--- config.mk ---
export PLATFORM = sky130hd
export DESIGN_NAME = risc_core_p
export DESIGN_NICKNAME = d
export VERILOG_FILES = /design/src/rtl/risc_core_p.sv
export SDC_FILE = /design/constraint.sdc
export NUM_CORES = 1
export LEC_CHECK = 0
export CAP_MARGIN = 20
export CORE_MARGIN = 5
export CORE_UTILIZATION = 50
export DETAILED_ROUTE_END_ITERATION = 12
export PLACE_DENSITY = 0.83
export SYNTH_ARGS = -nofsm -noshare
export SYNTH_HDL_FRONTEND = slang
export SYNTH_SLANG_ARGS = --single-unit
--- constraint.sdc ---
create_clock -name clk -period 6.35 [get_ports clk]
set_clock_uncertainty 0.15 [all_clocks]
set_input_delay 1.905 -clock clk [delete_from_list [all_inputs] [get_ports clk]]
set_output_delay 1.905 -clock clk [all_outputs]
set_load 0.02 [all_outputs]
--- src/rtl/risc_core_p.sv ---
// risc_core_p: parametrised multi-cycle accumulator core.
//
// Instruction word is {opcode[2:0], ir_addr[ADDR_W-1:0]}, 2*DATA_W bits wide.
// It is stored as two memory words: the high beat at pc, the low beat at pc+1.
// The bus is a req/ready wait-state interface with separate read and write data.
//
// Ports:
//   clk, rst    rising-edge clock, synchronous active-high reset
//   mem_ready   current access completes this cycle
//   mem_rdata   read data (valid with mem_ready during a read)
//   resume      leave the HALTED state
//   mem_rd/wr   read / write request (never both high)
//   mem_addr    access address (pc during fetch, ir_addr for data accesses)
//   mem_wdata   write data, always equal to acc
//   halt        core is halted
//   fetch       instruction fetch in progress
//   opcode      opcode field of ir
//   ir_addr     operand address field of ir
//   pc_addr     program counter
//   acc         accumulator
//   zero        acc == 0
module risc_core_p #(
  parameter  int unsigned DATA_W   = 8,
  parameter  int unsigned RESET_PC = 0,
  localparam int unsigned ADDR_W   = 2 * DATA_W - 3
) (
  input  logic              clk,
  input  logic              rst,
  input  logic              mem_ready,
  input  logic [DATA_W-1:0] mem_rdata,
  input  logic              resume,
  output logic              mem_rd,
  output logic              mem_wr,
  output logic [ADDR_W-1:0] mem_addr,
  output logic [DATA_W-1:0] mem_wdata,
  output logic              halt,
  output logic              fetch,
  output logic [2:0]        opcode,
  output logic [ADDR_W-1:0] ir_addr,
  output logic [ADDR_W-1:0] pc_addr,
  output logic [DATA_W-1:0] acc,
  output logic              zero
);

  localparam int unsigned IR_W = 2 * DATA_W;
  localparam logic [ADDR_W-1:0] RESET_PC_A = ADDR_W'(RESET_PC);

  typedef enum logic [2:0] {
    S_IDLE,
    S_F_HI,
    S_F_LO,
    S_EXEC,
    S_M_RD,
    S_M_WR,
    S_HALTED
  } state_t;

  typedef enum logic [2:0] {
    OP_HLT = 3'd0,
    OP_SKZ = 3'd1,
    OP_ADD = 3'd2,
    OP_AND = 3'd3,
    OP_XOR = 3'd4,
    OP_LDA = 3'd5,
    OP_STO = 3'd6,
    OP_JMP = 3'd7
  } op_t;

  state_t            state_q, state_d;
  logic [ADDR_W-1:0] pc_q, pc_d;
  logic [DATA_W-1:0] acc_q, acc_d;
  logic [IR_W-1:0]   ir_q, ir_d;
  op_t               op;

  assign op        = op_t'(ir_q[IR_W-1 -: 3]);
  assign opcode    = ir_q[IR_W-1 -: 3];
  assign ir_addr   = ir_q[ADDR_W-1:0];
  assign pc_addr   = pc_q;
  assign acc       = acc_q;
  assign mem_wdata = acc_q;
  assign zero      = (acc_q == '0);

  always_ff @(posedge clk) begin
    if (rst) begin
      state_q <= S_IDLE;
      pc_q    <= RESET_PC_A;
      acc_q   <= '0;
      ir_q    <= '0;
    end else begin
      state_q <= state_d;
      pc_q    <= pc_d;
      acc_q   <= acc_d;
      ir_q    <= ir_d;
    end
  end

  // Bus outputs depend on state_q only, so mem_ready never reaches them
  // combinationally; mem_ready only gates the register updates.
  always_comb begin
    state_d  = state_q;
    pc_d     = pc_q;
    acc_d    = acc_q;
    ir_d     = ir_q;
    mem_rd   = 1'b0;
    mem_wr   = 1'b0;
    mem_addr = pc_q;
    halt     = 1'b0;
    fetch    = 1'b0;

    case (state_q)
      S_IDLE: state_d = S_F_HI;

      S_F_HI: begin
        mem_rd = 1'b1;
        fetch  = 1'b1;
        if (mem_ready) begin
          ir_d[IR_W-1:DATA_W] = mem_rdata;
          pc_d                = pc_q + ADDR_W'(1);
          state_d             = S_F_LO;
        end
      end

      S_F_LO: begin
        mem_rd = 1'b1;
        fetch  = 1'b1;
        if (mem_ready) begin
          ir_d[DATA_W-1:0] = mem_rdata;
          pc_d             = pc_q + ADDR_W'(1);
          state_d          = S_EXEC;
        end
      end

      S_EXEC: begin
        case (op)
          OP_HLT: state_d = S_HALTED;
          OP_SKZ: begin
            if (zero) pc_d = pc_q + ADDR_W'(2);
            state_d = S_F_HI;
          end
          OP_JMP: begin
            pc_d    = ir_addr;
            state_d = S_F_HI;
          end
          OP_STO: state_d = S_M_WR;
          OP_ADD, OP_AND, OP_XOR, OP_LDA: state_d = S_M_RD;
        endcase
      end

      S_M_RD: begin
        mem_rd   = 1'b1;
        mem_addr = ir_addr;
        if (mem_ready) begin
          case (op)
            OP_ADD:  acc_d = acc_q + mem_rdata;
            OP_AND:  acc_d = acc_q & mem_rdata;
            OP_XOR:  acc_d = acc_q ^ mem_rdata;
            default: acc_d = mem_rdata;
          endcase
          state_d = S_F_HI;
        end
      end

      S_M_WR: begin
        mem_wr   = 1'b1;
        mem_addr = ir_addr;
        if (mem_ready) state_d = S_F_HI;
      end

      S_HALTED: begin
        halt = 1'b1;
        if (resume) state_d = S_F_HI;
      end

      default: state_d = S_IDLE;
    endcase
  end

endmodule
==> Flow_metrics.wiki <==
{| class="wikitable"
! Metric !! Value
|-
| Status || complete, no violations
|-
| Post-Synthesis Net Count || 430
|-
| Number of unique standard cell types used by synthesis || 67
|-
| Setup slack of the most critical reg-to-reg path || 3670 ps
|-
| WP depth || 4
|-
| Vias after detailed routing || 3328
|-
| Total area of sequential cells || 801 um^2
|-
| Placed wire-length estimate || 6.86 mm
|-
| Total detailed-routing wirelength || 9.64 mm
|-
| Synthesis Warnings || 0
|-
| Power Dens Cells || 202 mW/mm^2
|-
| Critical path class || flop to output pin
|-
| Family with the most delay on the worst path || flip-flops
|-
| Postcts setup bufs || 0
|-
| Final weighted congestion of routability-driven global placement || 0.929
|-
| Footprint of the multi-input gates || 0.00202 mm^2
|-
| Antenna violations before repair || 0
|-
| Fraction of final layout cells with drive strength greater than 1 || 4.59%
|-
| Quantity of gates resized following cts || 0
|-
| Setup repair after global routing missed its margin || no
|-
| Arrival time at the worst endpoint || 2220 ps
|-
| Fraction of registers with async set/reset || 0%
|-
| Vert. Die Dim || 88.0 um
|-
| Routed via count divided by cell count || 6.24
|-
| Buffers added on ports || 74
|-
| CTS clock-pin slew for the worst setup and hold paths || 90 ps
|-
| Core ar. || 0.00592 mm^2
|-
| Worst VDD drop || 0.000127 V
|-
| Clock tree from TritonCTS || done
|-
| Number of cells on the worst hold path || 2
|-
| Leading post-synthesis cells by cell area || sky130_fd_sc_hd__dfxtp_1 (26%), sky130_fd_sc_hd__nand2_1 (6.8%), sky130_fd_sc_hd__mux2i_1 (5.9%), sky130_fd_sc_hd__nor2_1 (5.8%), sky130_fd_sc_hd__o21ai_0 (4.3%)
|-
| Initial core utilization || 51.4%
|-
| Largest net degree at the start of global routing || 45
|-
| I/O pin total || 75
|-
| Total clock buffers created by CTS || 5
|-
| Final sum of negative setup slack || 0 ps
|-
| Number of inserted filler cells in the final layout || 525
|-
| Wire length of the first global-routing pass || 15.4 mm
|-
| Iteration-0 DRC count of the detailed router || 312
|-
| Count of max-cap constraint violations || 0
|-
| Kind of path behind the tightest hold check || flop to flop
|-
| Post-synthesis sequential element count || 40
|-
| Final hold slack || 377 ps
|-
| Leak || 0.00133 uW
|-
| Synth Flop Type || sky130_fd_sc_hd__dfxtp_1
|-
| Count of clock tree sinks || 40
|-
| Number of diodes added for antenna fixing || 0
|-
| Depth of the worst register-to-register path || 5
|-
| Die Width || 88.0 um
|-
| Portion of the post-synthesis area used by sequential elements || 26.3%
|-
| Worst Tran Pin Value || 777 ps
|-
| Remaining Overflow, GRT || 0
|-
| WL per Instance || 18.1 um
|-
| Post-layout min period || 4280 ps
|-
| Required arrival time at the worst endpoint || 4300 ps
|-
| First drt pass iteration count || 5
|-
| Portion of synthesized cell area occupied by the leading cell type || 26.3%
|-
| Post-synth EDFFs || 0
|-
| Overall fraction of global-route tracks in use || 25.0%
|-
| Combined area of all synthesized cells || 0.00304 mm^2
|-
| Cell chain of the critical path || nand2b_1 -> a21oi_1 -> o21bai_1 -> clkdlybuf4s50_1
|-
| Slowest cell on the critical path || sky130_fd_sc_hd__dfxtp_1
|-
| Bufs and invs on worst path || 1
|-
| Delay contributed by the slowest stage of the critical path || 620 ps
|-
| Fraction of the cycle the final worst path needs || 67.3%
|-
| Cell count after synthesis || 407
|-
| # nets final || 480
|-
| Final count of pins violating max slew || 0
|-
| Via count of the first global-routing pass || 3106
|-
| Post-CTS Hold Fix Bufs || 0
|-
| Average cell area after synthesis || 7.48 um^2
|-
| Post-synth top area cell || sky130_fd_sc_hd__dfxtp_1
|-
| Critical path launch point type || flop
|-
| CTS H-tree depth || 2
|-
| Antenna violation net count after detailed routing || 0
|-
| Largest driver fanout on the critical path || 13
|-
| Row count || 28
|-
| Sort of element at the end of the critical path || output pin
|-
| Buffer cell driving the clock tree root || sky130_fd_sc_hd__clkbuf_8
|-
| Clock buffer depth || 2
|-
| Max Fclk || 234 MHz
|-
| Area delta synth->final || 25.5%
|-
| Count of endpoints failing setup in the final report || 0
|-
| Die outline area || 0.00775 mm^2
|-
| Residual DRC || 0
|-
| Relative max-transition margin || 48.1%
|-
| Hold Vio Cnt, Final || 0
|-
| Clock latency on the worst-skew pair || 300 ps
|}
==> power by group <==
part	leakage (uW)	total [uW]	internal [uW]	switching, uW
registers	0.000324	302	265	36.2
clock network	0.0000548	222	119	103
logic	0.000949	248	105	143
total	0.00133	772	489	283
==> area by class of cell <==
class	count	area share [%]
multi-input cells	325	52.9
flip-flops and latches	40	21.0
repair buffers	76	19.8
well taps	75	2.46
clock buffers	5	1.80
clock inverters	3	1.21
inverters	9	0.884
==> per-stage QoR <==
stage	total power, uW	utilization (%)	setup WS, ps	area (um^2)	std cells
floorplan	464	-	2570	3040	407
global placement	545	62.5	1960	3700	524
detailed placement	549	62.5	1840	3700	524
CTS	768	64.4	1650	3810	532
global route	806	64.5	1970	3820	533
finish	772	64.5	2070	3820	533
==> layout by cell type, fill, tap and decap left out, types with 3 or more instances in the layout <==
master                             n
sky130_fd_sc_hd__clkdlybuf4s50_1  74
sky130_fd_sc_hd__nand2_1          55
sky130_fd_sc_hd__nor2_1           47
sky130_fd_sc_hd__dfxtp_1          40
sky130_fd_sc_hd__o21ai_0          26
sky130_fd_sc_hd__a21oi_1          23
sky130_fd_sc_hd__mux2i_1          18
sky130_fd_sc_hd__nand3_1          10
sky130_fd_sc_hd__ha_1             10
sky130_fd_sc_hd__inv_1             9
sky130_fd_sc_hd__nor3_1            9
sky130_fd_sc_hd__nand2b_1          8
sky130_fd_sc_hd__nand4_1           8
sky130_fd_sc_hd__and3_1            8
sky130_fd_sc_hd__a211oi_1          8
sky130_fd_sc_hd__a31oi_1           5
sky130_fd_sc_hd__nand3b_1          5
sky130_fd_sc_hd__clkbuf_8          5
sky130_fd_sc_hd__and2_1            4
sky130_fd_sc_hd__nor4_1            4
sky130_fd_sc_hd__o31ai_1           4
sky130_fd_sc_hd__a211o_1           4
sky130_fd_sc_hd__o211ai_1          4
sky130_fd_sc_hd__a221oi_1          4
sky130_fd_sc_hd__o32ai_1           3
sky130_fd_sc_hd__xnor2_1           3
sky130_fd_sc_hd__nor2b_1           3
sky130_fd_sc_hd__a21o_1            3
sky130_fd_sc_hd__o21a_1            3
sky130_fd_sc_hd__o221ai_1          3
==> final timing paths <==
kind,end,startpoint
setup / recovery,mem_rd,state_q[0]
hold / removal,acc[0],acc[0]
setup reg to reg,pc_addr[3],ir_q[13]
hold reg to reg,acc[0],acc[0]
==> cells in the mapped netlist (9+ instances only) <==
cell,number
sky130_fd_sc_hd__a21oi_1,23
sky130_fd_sc_hd__ha_1,10
sky130_fd_sc_hd__mux2i_1,18
sky130_fd_sc_hd__dfxtp_1,40
sky130_fd_sc_hd__nor3_1,9
sky130_fd_sc_hd__nand2_1,55
sky130_fd_sc_hd__buf_4,10
sky130_fd_sc_hd__nand3_1,10
sky130_fd_sc_hd__nor2_1,47
sky130_fd_sc_hd__inv_1,9
sky130_fd_sc_hd__clkbuf_1,12
sky130_fd_sc_hd__o21ai_0,26
==> tightest hold or removal path, cell delays in order, from the launching register on <==
cell                      delay [ps]
sky130_fd_sc_hd__dfxtp_1         360
sky130_fd_sc_hd__nand2_1          70
sky130_fd_sc_hd__a21oi_1          50
==> cells by family (layout without fill, tap and decap cells) <==
| group | count (synthesis) | count (layout) | share of synthesized area (%) |
|---|---|---|---|
| and+or+nand+nor | 176 | 176 | 28.5 |
| AOI/OAI and AO/OA | 114 | 114 | 25.4 |
| buffers and inverters | 42 | 93 | 7.27 |
| DFF | 40 | 40 | 26.3 |
| muxes | 19 | 19 | 6.29 |
| adders and majority gates | 11 | 11 | 4.77 |
| xor gates and xnor gates | 5 | 5 | 1.44 |
==> sequential cells by signal, indices dropped and copies added (netlist names) <==
register and cells:
acc 8, pc_addr 13, ir_q 16, state_q 3
==> metal layers <==
metal  vias to the layer above  track usage, %  part of all wire [%]
met1                      1546            33.0                    44
met4                         0            8.65                   2.4
li1                       1588               -                     -
met5                         -               0                     0
met3                        28            4.70                   6.9
met2                       166            40.8                    47
Note: power is estimated with default switching activity, not from simulation.
